File: config.mk
export PLATFORM = sky130hd
export DESIGN_NAME = adc_avg_acquire_flat
export DESIGN_NICKNAME = d
export VERILOG_FILES = /design/src/rtl/adc_acq_pkg.sv /design/src/rtl/adc_avg_acquire_if.sv /design/src/rtl/adc_avg_accum.sv /design/src/rtl/adc_avg_acquire.sv /design/src/flat_wrapper.sv
export SDC_FILE = /design/constraint.sdc
export NUM_CORES = 1
export LEC_CHECK = 0
export BUFFER_PORTS_ARGS = -buffer_cell sky130_fd_sc_hd__buf_4
export CAP_MARGIN = 20
export CORE_MARGIN = 2
export CORE_UTILIZATION = 50
export DETAILED_ROUTE_END_ITERATION = 7
export PLACE_DENSITY_LB_ADDON = 0.2
export SYNTH_ARGS = -nofsm -noshare
export SYNTH_HDL_FRONTEND = slang
export SYNTH_HIERARCHICAL = 1
export SYNTH_SLANG_ARGS = --single-unit
File: constraint.sdc
create_clock -name clk_i -period 5.7 [get_ports clk_i]
set_clock_uncertainty 0.1 [all_clocks]
set_input_delay 0.57 -clock clk_i [delete_from_list [all_inputs] [get_ports clk_i]]
set_output_delay 0.57 -clock clk_i [all_outputs]
set_load 0.1 [all_outputs]
File: src/rtl/adc_acq_pkg.sv
// Shared types, state encoding and width helpers for the multi-channel ADC averaging block.
// Default parameter values live here so the interface, top and datapath agree on them.
package adc_acq_pkg;

    localparam int DATA_W_DEF   = 12;
    localparam int N_CH_DEF     = 4;
    localparam int AVG_LOG2_DEF = 3;
    localparam int TMO_CYC_DEF  = 255;

    typedef logic [2:0] state_t;

    localparam state_t S_IDLE      = 3'd0;
    localparam state_t S_REQ       = 3'd1;
    localparam state_t S_WAIT_BUSY = 3'd2;
    localparam state_t S_WAIT_DONE = 3'd3;
    localparam state_t S_ACC       = 3'd4;
    localparam state_t S_OUT       = 3'd5;

    function automatic int acc_width(input int data_w, input int avg_log2);
        return data_w + avg_log2;
    endfunction

    // A single-channel build still needs a one-bit channel field.
    function automatic int ch_width(input int n_ch);
        return (n_ch > 1) ? $clog2(n_ch) : 1;
    endfunction

    // Half an LSB of the mean, added before the shift for round-half-up.
    function automatic int round_const(input int avg_log2);
        return 1 << (avg_log2 - 1);
    endfunction

    localparam int ACC_W_DEF = acc_width(DATA_W_DEF, AVG_LOG2_DEF);
    localparam int CH_W_DEF  = ch_width(N_CH_DEF);

endpackage

File: src/rtl/adc_avg_acquire_if.sv
// ADC handshake, frame trigger and averaged-result bus of adc_avg_acquire.
// master = the averaging block, slave = the ADC / frame source / downstream side.
interface adc_avg_acquire_if
    import adc_acq_pkg::*;
#(
    parameter int DATA_W = DATA_W_DEF,
    parameter int N_CH   = N_CH_DEF
) ();

    localparam int CH_W = ch_width(N_CH);

    logic              adc_data_req_o;
    logic [CH_W-1:0]   adc_ch_o;
    logic              adc_data_rdy_i;
    logic [DATA_W-1:0] adc_data_i;
    logic              syncro_i;
    logic [DATA_W-1:0] data_o;
    logic [CH_W-1:0]   data_ch_o;
    logic              data_rdy_o;
    logic              busy_o;
    logic              err_o;

    modport master (
        output adc_data_req_o, adc_ch_o, data_o, data_ch_o, data_rdy_o, busy_o, err_o,
        input  adc_data_rdy_i, adc_data_i, syncro_i
    );

    modport slave (
        input  adc_data_req_o, adc_ch_o, data_o, data_ch_o, data_rdy_o, busy_o, err_o,
        output adc_data_rdy_i, adc_data_i, syncro_i
    );

endinterface

File: src/rtl/adc_avg_accum.sv
// Signed sample accumulator with a round-half-up mean output (acc + half LSB) >>> AVG_LOG2.
// The accumulator is AVG_LOG2 bits wider than a sample, so the sum of 2**AVG_LOG2 samples never wraps.
module adc_avg_accum
    import adc_acq_pkg::*;
#(
    parameter int DATA_W   = DATA_W_DEF,
    parameter int AVG_LOG2 = AVG_LOG2_DEF
) (
    input  logic              clk_i,
    input  logic              reset_n_i,
    input  logic              clear,
    input  logic              add,
    input  logic [DATA_W-1:0] sample,
    output logic [DATA_W-1:0] mean
);

    localparam int             ACC_W = acc_width(DATA_W, AVG_LOG2);
    localparam logic [ACC_W-1:0] RND = ACC_W'(round_const(AVG_LOG2));

    logic [ACC_W-1:0] acc_reg;
    logic [ACC_W-1:0] acc_next;
    logic [ACC_W-1:0] sample_ext;
    logic [ACC_W-1:0] rounded;

    genvar gi;
    generate
        for (gi = 0; gi < ACC_W; gi++) begin : g_ext
            if (gi < DATA_W) begin : g_data
                assign sample_ext[gi] = sample[gi];
            end else begin : g_sign
                assign sample_ext[gi] = sample[DATA_W-1];
            end
        end
    endgenerate

    always_comb begin
        acc_next = acc_reg;
        if (clear) begin
            acc_next = '0;
        end else if (add) begin
            acc_next = acc_reg + sample_ext;
        end
    end

    always_ff @(posedge clk_i or negedge reset_n_i) begin
        if (!reset_n_i) begin
            acc_reg <= '0;
        end else begin
            acc_reg <= acc_next;
        end
    end

    // Taking the top DATA_W bits is the arithmetic shift; the mean cannot exceed the sample range.
    assign rounded = acc_reg + RND;
    assign mean    = rounded[ACC_W-1 -: DATA_W];

endmodule

File: src/rtl/adc_avg_acquire.sv
// Multi-channel ADC acquire/average: per frame, averages 2**AVG_LOG2 samples per channel and strobes each mean.
// Define ADC_AVG_CONT_EN for free-running frames (syncro_i rise restarts at channel 0).
module adc_avg_acquire
    import adc_acq_pkg::*;
#(
    parameter int DATA_W   = DATA_W_DEF,
    parameter int N_CH     = N_CH_DEF,
    parameter int AVG_LOG2 = AVG_LOG2_DEF,
    parameter int TMO_CYC  = TMO_CYC_DEF
) (
    input logic               clk_i,
    input logic               reset_n_i,
    adc_avg_acquire_if.master bus
);

    localparam int CH_W  = ch_width(N_CH);
    localparam int TMO_W = $clog2(TMO_CYC + 1);

`ifdef ADC_AVG_CONT_EN
    localparam bit CONT_EN = 1'b1;
`else
    localparam bit CONT_EN = 1'b0;
`endif

    state_t              state_reg;
    state_t              state_next;
    logic                syncro_reg;
    logic [CH_W-1:0]     ch_reg;
    logic [AVG_LOG2-1:0] smp_reg;
    logic [TMO_W-1:0]    tmo_reg;
    logic                req_reg;
    logic                busy_reg;
    logic                err_reg;
    logic                data_rdy_reg;
    logic [DATA_W-1:0]   data_reg;
    logic [CH_W-1:0]     data_ch_reg;

    logic              syncro_rise;
    logic              start;
    logic              restart;
    logic              abort;
    logic              waiting;
    logic              tmo_expire;
    logic              ch_last;
    logic              smp_last;
    logic              acc_clear;
    logic              acc_add;
    logic [DATA_W-1:0] mean;

    assign syncro_rise = bus.syncro_i & ~syncro_reg;
    assign start       = (state_reg == S_IDLE) && syncro_rise;
    assign waiting     = (state_reg == S_WAIT_BUSY) || (state_reg == S_WAIT_DONE);
    assign tmo_expire  = (tmo_reg == TMO_W'(TMO_CYC - 1));
    assign ch_last     = (ch_reg == CH_W'(N_CH - 1));
    assign smp_last    = &smp_reg;

    // Abort only on a waiting cycle that makes no progress; a late conversion on the last cycle still counts.
    assign abort = tmo_expire &&
                   (((state_reg == S_WAIT_BUSY) &&  bus.adc_data_rdy_i) ||
                    ((state_reg == S_WAIT_DONE) && !bus.adc_data_rdy_i));

    assign restart = CONT_EN && syncro_rise && (state_reg != S_IDLE) && !abort;

    always_comb begin
        state_next = state_reg;
        acc_clear  = 1'b0;
        acc_add    = 1'b0;
        case (state_reg)
            S_IDLE: begin
                if (syncro_rise) begin
                    state_next = S_REQ;
                    acc_clear  = 1'b1;
                end
            end
            S_REQ:       state_next = S_WAIT_BUSY;
            S_WAIT_BUSY: begin
                if (!bus.adc_data_rdy_i) begin
                    state_next = S_WAIT_DONE;
                end else if (abort) begin
                    state_next = S_IDLE;
                end
            end
            S_WAIT_DONE: begin
                if (bus.adc_data_rdy_i) begin
                    state_next = S_ACC;
                    acc_add    = 1'b1;
                end else if (abort) begin
                    state_next = S_IDLE;
                end
            end
            S_ACC:       state_next = smp_last ? S_OUT : S_REQ;
            S_OUT: begin
                acc_clear  = 1'b1;
                state_next = (ch_last && !CONT_EN) ? S_IDLE : S_REQ;
            end
            default:     state_next = S_IDLE;
        endcase
        if (restart) begin
            state_next = S_REQ;
            acc_clear  = 1'b1;
            acc_add    = 1'b0;
        end
    end

    always_ff @(posedge clk_i or negedge reset_n_i) begin
        if (!reset_n_i) begin
            state_reg    <= S_IDLE;
            syncro_reg   <= 1'b0;
            ch_reg       <= '0;
            smp_reg      <= '0;
            tmo_reg      <= '0;
            req_reg      <= 1'b0;
            busy_reg     <= 1'b0;
            err_reg      <= 1'b0;
            data_rdy_reg <= 1'b0;
            data_reg     <= '0;
            data_ch_reg  <= '0;
        end else begin
            state_reg    <= state_next;
            syncro_reg   <= bus.syncro_i;
            req_reg      <= (state_next == S_REQ);
            busy_reg     <= (state_next != S_IDLE);
            err_reg      <= abort;
            data_rdy_reg <= (state_reg == S_OUT) && !restart;

            if ((state_reg == S_OUT) && !restart) begin
                data_reg    <= mean;
                data_ch_reg <= ch_reg;
            end

            if (state_next == S_REQ) begin
                tmo_reg <= '0;
            end else if (waiting) begin
                tmo_reg <= tmo_reg + TMO_W'(1);
            end

            // The sample counter wraps to zero after the last sample of a channel.
            if (start || restart || abort) begin
                smp_reg <= '0;
            end else if (state_reg == S_ACC) begin
                smp_reg <= smp_reg + AVG_LOG2'(1);
            end

            if (start || restart || abort) begin
                ch_reg <= '0;
            end else if (state_reg == S_OUT) begin
                ch_reg <= ch_last ? '0 : ch_reg + CH_W'(1);
            end
        end
    end

    adc_avg_accum #(
        .DATA_W   (DATA_W),
        .AVG_LOG2 (AVG_LOG2)
    ) u_accum (
        .clk_i     (clk_i),
        .reset_n_i (reset_n_i),
        .clear     (acc_clear),
        .add       (acc_add),
        .sample    (bus.adc_data_i),
        .mean      (mean)
    );

    assign bus.adc_data_req_o = req_reg;
    assign bus.adc_ch_o       = ch_reg;
    assign bus.data_o         = data_reg;
    assign bus.data_ch_o      = data_ch_reg;
    assign bus.data_rdy_o     = data_rdy_reg;
    assign bus.busy_o         = busy_reg;
    assign bus.err_o          = err_reg;

endmodule
File: src/flat_wrapper.sv
// flat-port wrapper written by rule: the top's interface ports become plain ports
module adc_avg_acquire_flat import adc_acq_pkg::*;
#(
    parameter int DATA_W   = DATA_W_DEF,
    parameter int N_CH     = N_CH_DEF,
    parameter int AVG_LOG2 = AVG_LOG2_DEF,
    parameter int TMO_CYC  = TMO_CYC_DEF
)
  (clk_i, reset_n_i, bus_adc_data_req_o, bus_adc_ch_o, bus_data_o, bus_data_ch_o, bus_data_rdy_o, bus_busy_o, bus_err_o, bus_adc_data_rdy_i, bus_adc_data_i, bus_syncro_i);
  adc_avg_acquire_if #(.DATA_W(DATA_W), .N_CH(N_CH)) bus_i ();
  input logic clk_i;
  input logic reset_n_i;
  output wire logic [$bits(bus_i.adc_data_req_o)-1:0] bus_adc_data_req_o;
  output wire logic [$bits(bus_i.adc_ch_o)-1:0] bus_adc_ch_o;
  output wire logic [$bits(bus_i.data_o)-1:0] bus_data_o;
  output wire logic [$bits(bus_i.data_ch_o)-1:0] bus_data_ch_o;
  output wire logic [$bits(bus_i.data_rdy_o)-1:0] bus_data_rdy_o;
  output wire logic [$bits(bus_i.busy_o)-1:0] bus_busy_o;
  output wire logic [$bits(bus_i.err_o)-1:0] bus_err_o;
  input wire logic [$bits(bus_i.adc_data_rdy_i)-1:0] bus_adc_data_rdy_i;
  input wire logic [$bits(bus_i.adc_data_i)-1:0] bus_adc_data_i;
  input wire logic [$bits(bus_i.syncro_i)-1:0] bus_syncro_i;
  assign bus_adc_data_req_o = bus_i.adc_data_req_o;
  assign bus_adc_ch_o = bus_i.adc_ch_o;
  assign bus_data_o = bus_i.data_o;
  assign bus_data_ch_o = bus_i.data_ch_o;
  assign bus_data_rdy_o = bus_i.data_rdy_o;
  assign bus_busy_o = bus_i.busy_o;
  assign bus_err_o = bus_i.err_o;
  assign bus_i.adc_data_rdy_i = bus_adc_data_rdy_i;
  assign bus_i.adc_data_i = bus_adc_data_i;
  assign bus_i.syncro_i = bus_syncro_i;
  adc_avg_acquire #(.DATA_W(DATA_W), .N_CH(N_CH), .AVG_LOG2(AVG_LOG2), .TMO_CYC(TMO_CYC)) u_core (.clk_i(clk_i), .reset_n_i(reset_n_i), .bus(bus_i));
endmodule
==> flow_summary.yaml, run 1 <==
synthesis:
  synth_edf_count: 0
  yosysSeqAreaShare_pct: 41.3
  ys_warn_count: 6
  ys.flop_type: "dfrtp_1"
  ys_ff_latch: 50
  syn_area_sq_um: 3030
  async_flop_share_pct: 100
  synthCells: 321
  synthTopCellsByArea: "dfrtp_1, ha_1, nand2_1"
  syn_nets: 358
  syn_area_per_cell_sq_um: 9.44
  synth_top_cell_by_area: "dfrtp_1"
  ys_types: 56
  netlist.area_leader.share_pct: 41.3
timing:
  holdWs_ns: 0.180
  final-max-slew-violation-count: 0
  rsz0062_at_grt: "no"
  finalSetupTns_ns: 0
  post-route-period-util_pct: 45.5
  setup_viol: 0
  hold_viol_final: 0
  worst_pin_slew_ns: 0.741
  period_needed_ns: 2.59
  slew_headroom_pct: 50.4
  fmax_ghz: 0.385
power_and_ir_drop:
  p_clk_share_pct: 12.6
  finalPower_mw: 1.95
  power_leakage_nw: 1.69
  seq_power_share_pct: 32.2
  power.internal_mw: 0.962
  pwr_density_cell_nw_per_um2: 566
  vdd_drop_max_uv: 375
  p_switching_mw: 0.986
  pwr-share-comb_pct: 55.1
  swShare_pct: 50.6
global_route:
  grt_pass1_vias: 2202
  grt_pass1_wl_mm: 10.2
  grt_max_degree: 51
  antenna_found_initial: 0
  use_met1_pct: 27.5
  grt_overflow: 0
  grtUsageTotal_pct: 19.8
  busiest_layer: "met2"
  grt_util_met3_pct: 3.74
  grt_use_met2_pct: 31.8
clock_tree:
  postCtsHoldBufs: 0
  cts_buffers: 5
  cts_tree: "built"
  htree_levels: 2
  cts.reportedPaths.clkPinSlew_ns: 0.09
  cts_root_buf: "clkbuf_8"
  postCtsSetupBuffers: 0
  cts_sinks: 50
  clkLatencyLatePin_ns: 0.30
  clockBufferDepth: 2
  post_cts_resize_count: 0
setup_path:
  cp_slowest_cell: "fa_1"
  crit_fanout: 3
  path_class: "flop to flop"
  crit_top_cell: "a21oi_1"
  critPathLaunchType: "flop"
  endpoint_kind: "flop"
  cpPeakStageDelay_ns: 0.41
  crit_arrival_ns: 2.71
  required_ns: 5.82
  crit_chain: "ha_1, fa_1, a21oi_1, nor2_2, o2111a_1, o31a_1, or4_1, a21oi_1"
finish:
  stdcell_area_sq_um: 3440
  area_delta_synth_final_pct: 13.5
  fin_nets: 393
  antenna_cells: 0
  fill_cells: 552
  largest_reg_flops: 15
  drive_gt1_share_pct: 15.1
drt:
  wl_mm: 6.08
  firstDrtPassIters: 4
  drc: 0
  ant_nets: 0
  routed_via_density: 5.60
  via_count: 2421
  wl_per_cell_um: 14.1
  drtIter0Drc: 160
place:
  dp.final_hpwl_mm: 4.44
  place_area_sq_um: 3330
  gp_congestion: 0.839
  port_buffers: 35
die:
  die_y_um: 81.8
  die-area_sq_um: 6700
  core_area_sq_um: 5890
  num_rows: 28
  io_pins: 36
  die_x_um: 81.8
  initial_core_util_pct: 51.5
worst_hold_path:
  hold_path.class: "primary input to asynchronous set/reset pin"
status:
  status: "completed"
run:
  cap_violations: 0
-- per-stage QoR --
| stage | utilization, % | cells | setup slack (ns) |
|---|---|---|---|
| 2_1_floorplan | - | 321 | 3.07 |
| 3_3_place_gp | 56.6 | 424 | 2.85 |
| 3_5_place_dp | 56.6 | 424 | 2.82 |
| 4_1_cts | 58.4 | 432 | 3.10 |
| 5_1_grt | 58.4 | 432 | 2.87 |
| 6_report | 58.4 | 432 | 3.11 |
-- cells in the mapped netlist (2+ instances only) --
cell      count
mux2i_1       5
o31ai_1       3
a211o_1       2
o21a_1        3
buf_2         3
and3_1        6
nand4_1       3
nand2_1      61
o21bai_1      2
clkbuf_1      2
nor4_1        3
o21ai_1       2
a211oi_1      6
xnor2_1      13
and4_1        2
o21ai_0       5
nor2_2        2
a21o_1        3
nand2b_1      3
a21oi_1      18
nor2_1       28
clkbuf_8      2
nor3_1        6
dfrtp_1      50
ha_1         20
nand3_1      12
nor2b_1       3
a211oi_2      2
xor2_1       15
nor3b_1       4
a31oi_1       3
inv_1         4
a311o_1       2
-- layout make-up --
type,count,area [sq um],area share [%]
Clock buffer,7,76.3,2.22
Sequential cell,50,1250,36.4
Inverter,4,15.0,0.437
Multi-Input combinational cell,259,1700,49.5
Tap cell,75,93.8,2.73
Clock inverter,1,30.0,0.873
Timing Repair Buffer,36,270,7.86
-- metal layers --
metal  part of all wire, %  vias up
li1                      -     1210
met5                     0        -
met3                   4.6        7
met1                    48     1141
met4                   1.2        0
met2                    46       63
-- cell families after synthesis --
logic type / count (synthesis) / synth area share [%]
flip-flops: 50 / 41.3
adder cells (fa/ha/maj): 21 / 8.92
AND/OR/NAND/NOR: 144 / 23.0
XOR/XNOR: 28 / 8.10
AO/OA/AOI/OAI: 60 / 14.2
buffers and inverters: 12 / 2.48
multiplexers: 6 / 2.02
-- critical path: cells and delay by family (launching register included) --
| kind | cells | cell delay, ns |
|---|---|---|
| compound gates | 4 | 0.90 |
| fa+ha+maj | 2 | 0.63 |
| flops | 1 | 0.39 |
| simple gates | 2 | 0.48 |
-- cell usage in the layout, fill, tap and decap left out, types with 2 or more instances in the layout --
cell type	count
nand2_1	61
a211o_1	2
and4_1	2
a21o_1	3
buf_4	36
a31oi_1	3
a21oi_1	18
a211oi_1	6
nor4_1	3
xnor2_1	13
clkbuf_1	2
clkbuf_8	5
nor3b_1	4
nor2b_1	3
inv_1	4
a311o_1	2
o21ai_1	2
a211oi_2	2
o31ai_1	3
nand4_1	3
nand2b_1	3
nor3_1	6
nor2_2	2
nand3_1	12
o21bai_1	2
ha_1	20
and3_1	6
o21ai_0	5
dfrtp_1	50
mux2i_1	5
xor2_1	15
nor2_1	28
o21a_1	3
-- power by group through the flow --
stage	Sequential [mW]	Clock (mW)	Combinational, mW
2_1_floorplan	0.926	0	0.553
3_3_place_gp	0.629	0	1.06
3_5_place_dp	0.633	0	1.07
4_1_cts	0.627	0.253	1.08
5_1_grt	0.651	0.267	1.17
6_report	0.628	0.246	1.07
-- worst paths after layout --
path / startpoint / end / slack [ns] / cells past startpoint
worst max-delay path: u_core/u_accum/acc_reg[0] / u_core/u_accum/acc_reg[14] / 3.11 / 8
worst min-delay path: reset_n_i / u_core/bus.adc_ch_o[0] / 0.18 / 1
worst max register to register: u_core/u_accum/acc_reg[0] / u_core/u_accum/acc_reg[14] / 3.11 / 8
worst min register to register: u_core/bus.data_ch_o[1] / u_core/bus.data_ch_o[1] / 0.38 / 2
max in group asynchronous: reset_n_i / u_core/tmo_reg[1] / 4.90 / 1
min in group clk_i: bus_syncro_i / u_core/syncro_reg / 0.28 / 1
(Power assumes the default switching activity.)
==> inputs of run 2 (changes only) <==
--- a/config.mk
+++ b/config.mk
@@ -5,6 +5,7 @@
 export SDC_FILE = /design/constraint.sdc
 export NUM_CORES = 1
 export LEC_CHECK = 0
+export ABC_AREA = 1
 export BUFFER_PORTS_ARGS = -buffer_cell sky130_fd_sc_hd__buf_4
 export CAP_MARGIN = 20
 export CORE_MARGIN = 2
==> constraint.sdc (replaced) <==
create_clock -name clk_i -period 2.4 [get_ports clk_i]
set_clock_uncertainty 0.1 [all_clocks]
set_input_delay 0.24 -clock clk_i [delete_from_list [all_inputs] [get_ports clk_i]]
set_output_delay 0.24 -clock clk_i [all_outputs]
set_load 0.1 [all_outputs]
==> run 2 against run 1 <==
Global-route usage fell by 0.068 points. Via count rose by 15%. Sequential share of layout area fell by 2.8 points. Routed wire length rose by 6.9%. Critical path depth rose by 2.
==> flow_summary.yaml, run 2 <==
status:
  status: "completed"
drt:
  drtIter0Drc: 84
  ant_nets: 0
  firstDrtPassIters: 4
  drc: 0
  wl_mm: 6.51
  via_count: 2776
  wl_per_cell_um: 11.5
  routed_via_density: 4.91
synthesis:
  synth-simple-area-share_pct: 34.6
  yosysSeqAreaShare_pct: 38.5
  yosysMostFrequentCell: "nand2_1"
  synthTopCellsByArea: "dfrtp_1, nand2_1, ha_1"
  synth_top_cell_by_area: "dfrtp_1"
  ys.flop_type: "dfrtp_1"
  netlist.area_leader.share_pct: 38.5
  syn_nets: 482
  synth_top_family_by_area: "simple AND/OR/NAND/NOR gates"
  syn_area_per_cell_sq_um: 7.30
  async_flop_share_pct: 100
  synth_compound_area_share_pct: 4.93
  syn_area_sq_um: 3250
  synth_fa_ha_area_share_pct: 8.32
  ys_types: 31
  muxShareOfSynthArea_pct: 0
  ys_warn_count: 6
  yosys-top-cells-count: "nand2_1, inv_1, dfrtp_1, nor2_1, nand3_1"
  synth_edf_count: 0
  ys_ff_latch: 50
  synth-xor-area-share_pct: 4.85
  synthCells: 445
clock_tree:
  cts_buffers: 5
  clkLatencyLatePin_ns: 0.30
  htree_levels: 2
  cts.reportedPaths.clkPinSlew_ns: 0.09
  cts_root_buf: "clkbuf_8"
  clockBufferDepth: 2
  post_cts_resize_count: 0
  postCtsSetupBuffers: 0
  cts_tree: "built"
  cts_sinks: 50
timing:
  worst_pin_slew_ns: 0.616
  slew_headroom_pct: 58.9
  rsz0062_at_grt: "no"
  post-route-period-util_pct: 81.2
  fmax_ghz: 0.513
  finalSetupTns_ns: 0
  setup_viol: 0
  hold_viol_final: 0
  final-max-slew-violation-count: 0
  fin_ws_ns: 0.451
  holdWs_ns: 0.180
  period_needed_ns: 1.95
die:
  die_y_um: 84.6
  num_rows: 29
  die_x_um: 84.6
  io_pins: 36
  core_area_sq_um: 6310
  die-area_sq_um: 7160
  initial_core_util_pct: 51.5
setup_path:
  cp_slowest_cell: "dlygate4sd3_1"
  path_class: "primary input to flop"
  cp_num_buf_inv: 4
  crit_fanout: 8
  cpPeakStageDelay_ns: 0.53
  endpoint_kind: "flop"
  required_ns: 2.52
  critPathLaunchType: "primary input"
  cp_top_family: "buffers and inverters"
  crit_chain: "dlygate4sd3_1, buf_4, inv_1, nor2_1, nand3_1, nand2_1, nor2_1, buf_4, nand2_1, o21ai_0"
  crit_arrival_ns: 2.07
  ff2ff_setup_slack_ns: 0.48
finish:
  fin_nets: 524
  regArea_sq_um: 1250
  area_delta_synth_final_pct: 14.8
  largest_reg_flops: 15
  multiInputGateArea_sq_um: 1710
  drive_gt1_share_pct: 15.8
  fill_cells: 594
  final_common_cell: "nand2_1"
  antenna_cells: 0
  final_cell_mix: "nand2_1, inv_1, dfrtp_1"
global_route:
  grt_max_degree: 51
  grt_overflow: 0
  grt_pass1_wl_mm: 11.5
  grtUsageTotal_pct: 19.7
  grt_pass1_vias: 2654
  antenna_found_initial: 0
run:
  cap_violations: 0
power_and_ir_drop:
  p_switching_mw: 2.27
  swShare_pct: 51.2
  power_leakage_nw: 2.15
  pwr_density_cell_nw_per_um2: 1190
  vdd_drop_max_uv: 689
  p_clk_share_pct: 13.0
  pwr-share-comb_pct: 54.7
  power.internal_mw: 2.16
  seq_power_share_pct: 32.3
place:
  pre_cts_ws_ns: 0.512
  port_buffers: 35
  gp_congestion: 0.923
  dp.final_hpwl_mm: 5.17
worst_hold_path:
  hold_path.class: "primary input to flop"
## run 2: per-stage QoR
stage | instance area, sq um | power, mW | utilization, % | instances
3_3_place_gp | 3600 | 3.81 | 57.1 | 555
2_1_floorplan | 3250 | 3.32 | - | 445
5_1_grt | 3730 | 4.79 | 59.1 | 565
3_5_place_dp | 3600 | 3.87 | 57.1 | 555
6_report | 3730 | 4.43 | 59.1 | 565
4_1_cts | 3730 | 4.46 | 59.1 | 565
## run 2: layout make-up
class / instances / share of cell area [%]
clock buffers: 7 / 2.05
clock inverters: 1 / 0.805
inverters: 68 / 6.98
multi-input cells: 322 / 45.9
flip-flops and latches: 50 / 33.5
well taps: 77 / 2.58
repair buffers: 40 / 8.18
## run 2: repair_timing
action / 4_1_cts / 5_1_grt
hold buffers: 2 / 0
endpoints found under the hold margin: 51 / 0
endpoints found under the setup margin: 0 / 0
## run 2: cells by family (layout without fill, tap and decap cells)
group                    Yosys count  count (layout)
AND/OR/NAND/NOR                  255             255
XOR/XNOR                          18              18
flip-flops                        50              50
AO/OA/AOI/OAI                     28              28
adder cells (fa/ha/maj)           21              21
buffers and inverters             73             116
## run 2: worst min-delay path, stage by stage
cell	delay, ns
buf_4	0.08
ha_1	0.12
a22o_1	0.11
## run 2: final timing paths
| kind | from | end | cells after the start |
|---|---|---|---|
| setup reg to reg | u_core/state_reg[0] | u_core/u_accum/acc_reg[7] | 9 |
| hold reg to reg | u_core/bus.data_o[0] | u_core/bus.data_o[0] | 2 |
| max in group asynchronous | reset_n_i | u_core/u_accum/acc_reg[14] | 2 |
| hold / removal | bus_adc_data_i[0] | u_core/u_accum/acc_reg[0] | 3 |
| setup / recovery | bus_syncro_i | u_core/u_accum/acc_reg[7] | 10 |
| min in group asynchronous | reset_n_i | u_core/smp_reg[0] | 2 |
## run 2: power by group through the flow
stage          sequential (mW)  combinational (mW)  clock, mW
2_1_floorplan             2.09                1.23          0
3_3_place_gp              1.43                2.38          0
3_5_place_dp              1.45                2.42          0
5_1_grt                   1.48                2.68      0.631
4_1_cts                   1.43                2.43      0.601
6_report                  1.43                2.42      0.577
## run 2: layer usage
metal | up-vias | routed length [um] | track usage, %
li1 | 1458 | - | -
met1 | 1273 | 2970 | 25.1
met2 | 38 | 3230 | 34.1
met3 | 7 | 199 | 2.56
met4 | 0 | 106 | 7.36
met5 | - | 0 | 0
==> inputs of run 3 (changes only) <==
--- a/config.mk
+++ b/config.mk
@@ -5,7 +5,7 @@
 export SDC_FILE = /design/constraint.sdc
 export NUM_CORES = 1
 export LEC_CHECK = 0
-export ABC_AREA = 1
+export ABC_AREA = 0
 export BUFFER_PORTS_ARGS = -buffer_cell sky130_fd_sc_hd__buf_4
 export CAP_MARGIN = 20
 export CORE_MARGIN = 2
==> constraint.sdc (replaced) <==
create_clock -name clk_i -period 1.57 [get_ports clk_i]
set_clock_uncertainty 0.1 [all_clocks]
set_input_delay 0.157 -clock clk_i [delete_from_list [all_inputs] [get_ports clk_i]]
set_output_delay 0.157 -clock clk_i [all_outputs]
set_load 0.1 [all_outputs]
==> run 3 against run 2 <==
The flow now finishes with violations (setup timing). Global-route usage up 5.3 points. Cell area is 24% higher. First-iteration DRC count is 46% higher. Combinational power grew to 2.5 times the previous value. Core utilization rose by 20 points. Non-clock buffer count rose by 101. Power increased by 110%. Worst setup slack got worse by 1.3 ns. Final cell count is 5.0% lower. Critical path depth is 2 lower. Critical path type is now flop to flop. Routed wire length grew 32%. Clock power rose by 61%.
==> flow_summary.yaml, run 3 (same netlist as run 1, synthesis figures left out) <==
timing:
  slew_headroom_pct: 78.1
  hold_viol_final: 0
  fin_ws_ns: -0.806
  holdWs_ns: 0.174
  post-route-period-util_pct: 151
  fmax_ghz: 0.421
  rsz0062_at_grt: "yes"
  worst_pin_slew_ns: 0.326
  period_needed_ns: 2.38
  finalSetupTns_ns: -7.97
  final-max-slew-violation-count: 0
  setup_viol: 31
finish:
  area_delta_synth_final_pct: 52.7
  layoutNonFillerInstCount: 537
  final_common_cell: "buf_4"
  fin_nets: 498
  postLayoutCoreUtil_pct: 78.6
  stdcell_area_sq_um: 4630
  largest_reg_flops: 15
  fill_cells: 404
  drive_gt1_share_pct: 46.1
  final_cell_mix: "buf_4, nand2_1, dfrtp_1"
  antenna_cells: 0
global_route:
  grtUsageTotal_pct: 25.0
  grt_overflow: 0
  grt_pass1_wl_mm: 12.7
  antenna_found_initial: 0
  grt_max_degree: 29
  grt_pass1_vias: 2865
setup_path:
  required_ns: 1.72
  crit_chain: "ha_2, fa_2, a21oi_2, nor2_2, o2111a_1, o31a_1, or4_1, a21oi_2"
  cpPeakStageDelay_ns: 0.42
  cp_slowest_cell: "or4_1"
  cp_num_buf_inv: 0
  crit_top_cell: "a21oi_2"
  crit_fanout: 3
  cp_top_family: "compound AO/OA/AOI/OAI gates"
  path_class: "flop to flop"
  crit_arrival_ns: 2.52
  endpoint_kind: "flop"
  critPathLaunchType: "flop"
power_and_ir_drop:
  pwr_density_cell_nw_per_um2: 1980
  finalPower_mw: 9.14
  vdd_drop_max_uv: 1410
  power_leakage_nw: 2.23
drt:
  via_count: 2956
  drtIter0Drc: 123
  drc: 0
  wl_per_cell_um: 16.0
  firstDrtPassIters: 4
  ant_nets: 0
  routed_via_density: 5.50
  wl_mm: 8.57
die:
  die_y_um: 81.8
  die-area_sq_um: 6700
  core_area_sq_um: 5890
  io_pins: 36
  initial_core_util_pct: 51.5
  num_rows: 28
  die_x_um: 81.8
status:
  violations: "setup timing"
  status: "finished with violations"
place:
  gp_congestion: 0.884
  pre_cts_ws_ns: -0.800
  dpl.cell_count: 506
  dp.final_hpwl_mm: 5.78
  place_area_sq_um: 4060
  port_buffers: 35
clock_tree:
  cts_buffers: 5
  htree_levels: 2
  cts_sinks: 50
  cts_root_buf: "clkbuf_8"
  cts_tree: "built"
  clkLatencyLatePin_ns: 0.31
  clockBufferDepth: 2
  cts.reportedPaths.clkPinSlew_ns: 0.09
run:
  cap_violations: 0
worst_hold_path:
  hold_path.class: "primary input to flop"
[run 3: power by group]
group / internal [mW] / total (mW) / switching (mW)
Clock: 0.476 / 0.928 / 0.452
Combinational: 2.59 / 6.07 / 3.49
Sequential: 1.77 / 2.14 / 0.376
[run 3: cell type report]
cell class	count	area, sq um	share of cell area [%]
repair buffers	141	1130	24.5
well taps	75	93.8	2.03
clock inverters	2	37.5	0.811
flip-flops and latches	50	1260	27.3
multi-input cells	259	2010	43.4
inverters	4	18.8	0.406
clock buffers	6	72.6	1.57
[run 3: timing repair]
item                                    CTS  global route
gates cloned                              0             1
pin swaps                                15            19
hold buffers                              2             0
hold endpoints to repair                 51             0
endpoints found under the setup margin   44            44
buffers inserted                         13             8
resized for setup                        27            37
[run 3: final timing paths]
path | slack (ns) | from | endpoint | cells after the start
worst min register to register | 0.38 | u_core/bus.data_o[11] | u_core/bus.data_o[11] | 2
min in group asynchronous | 0.18 | reset_n_i | u_core/state_reg[2] | 2
worst min-delay path | 0.17 | bus_adc_data_i[0] | u_core/u_accum/acc_reg[0] | 4
worst max-delay path | -0.81 | u_core/u_accum/acc_reg[0] | u_core/u_accum/acc_reg[14] | 8
worst max register to register | -0.81 | u_core/u_accum/acc_reg[0] | u_core/u_accum/acc_reg[14] | 8
max in group asynchronous | 0.73 | reset_n_i | u_core/u_accum/acc_reg[7] | 3
[run 3: tightest hold or removal path, stage by stage]
cell and delay (ns):
buf_4 0.08, ha_2 0.15, mux2i_1 0.06, nor2_1 0.09
[run 3: per-layer routing]
metal / track usage [%] / wire length [um] / vias up / part of all wire (%)
met2: 45.4 / 4640 / 42 / 54
met3: 2.42 / 179 / 14 / 2.1
li1: - / - / 1418 / -
met1: 29.8 / 3580 / 1482 / 42
met5: 0 / 0 / - / 0
met4: 10.5 / 176 / 0 / 2.1
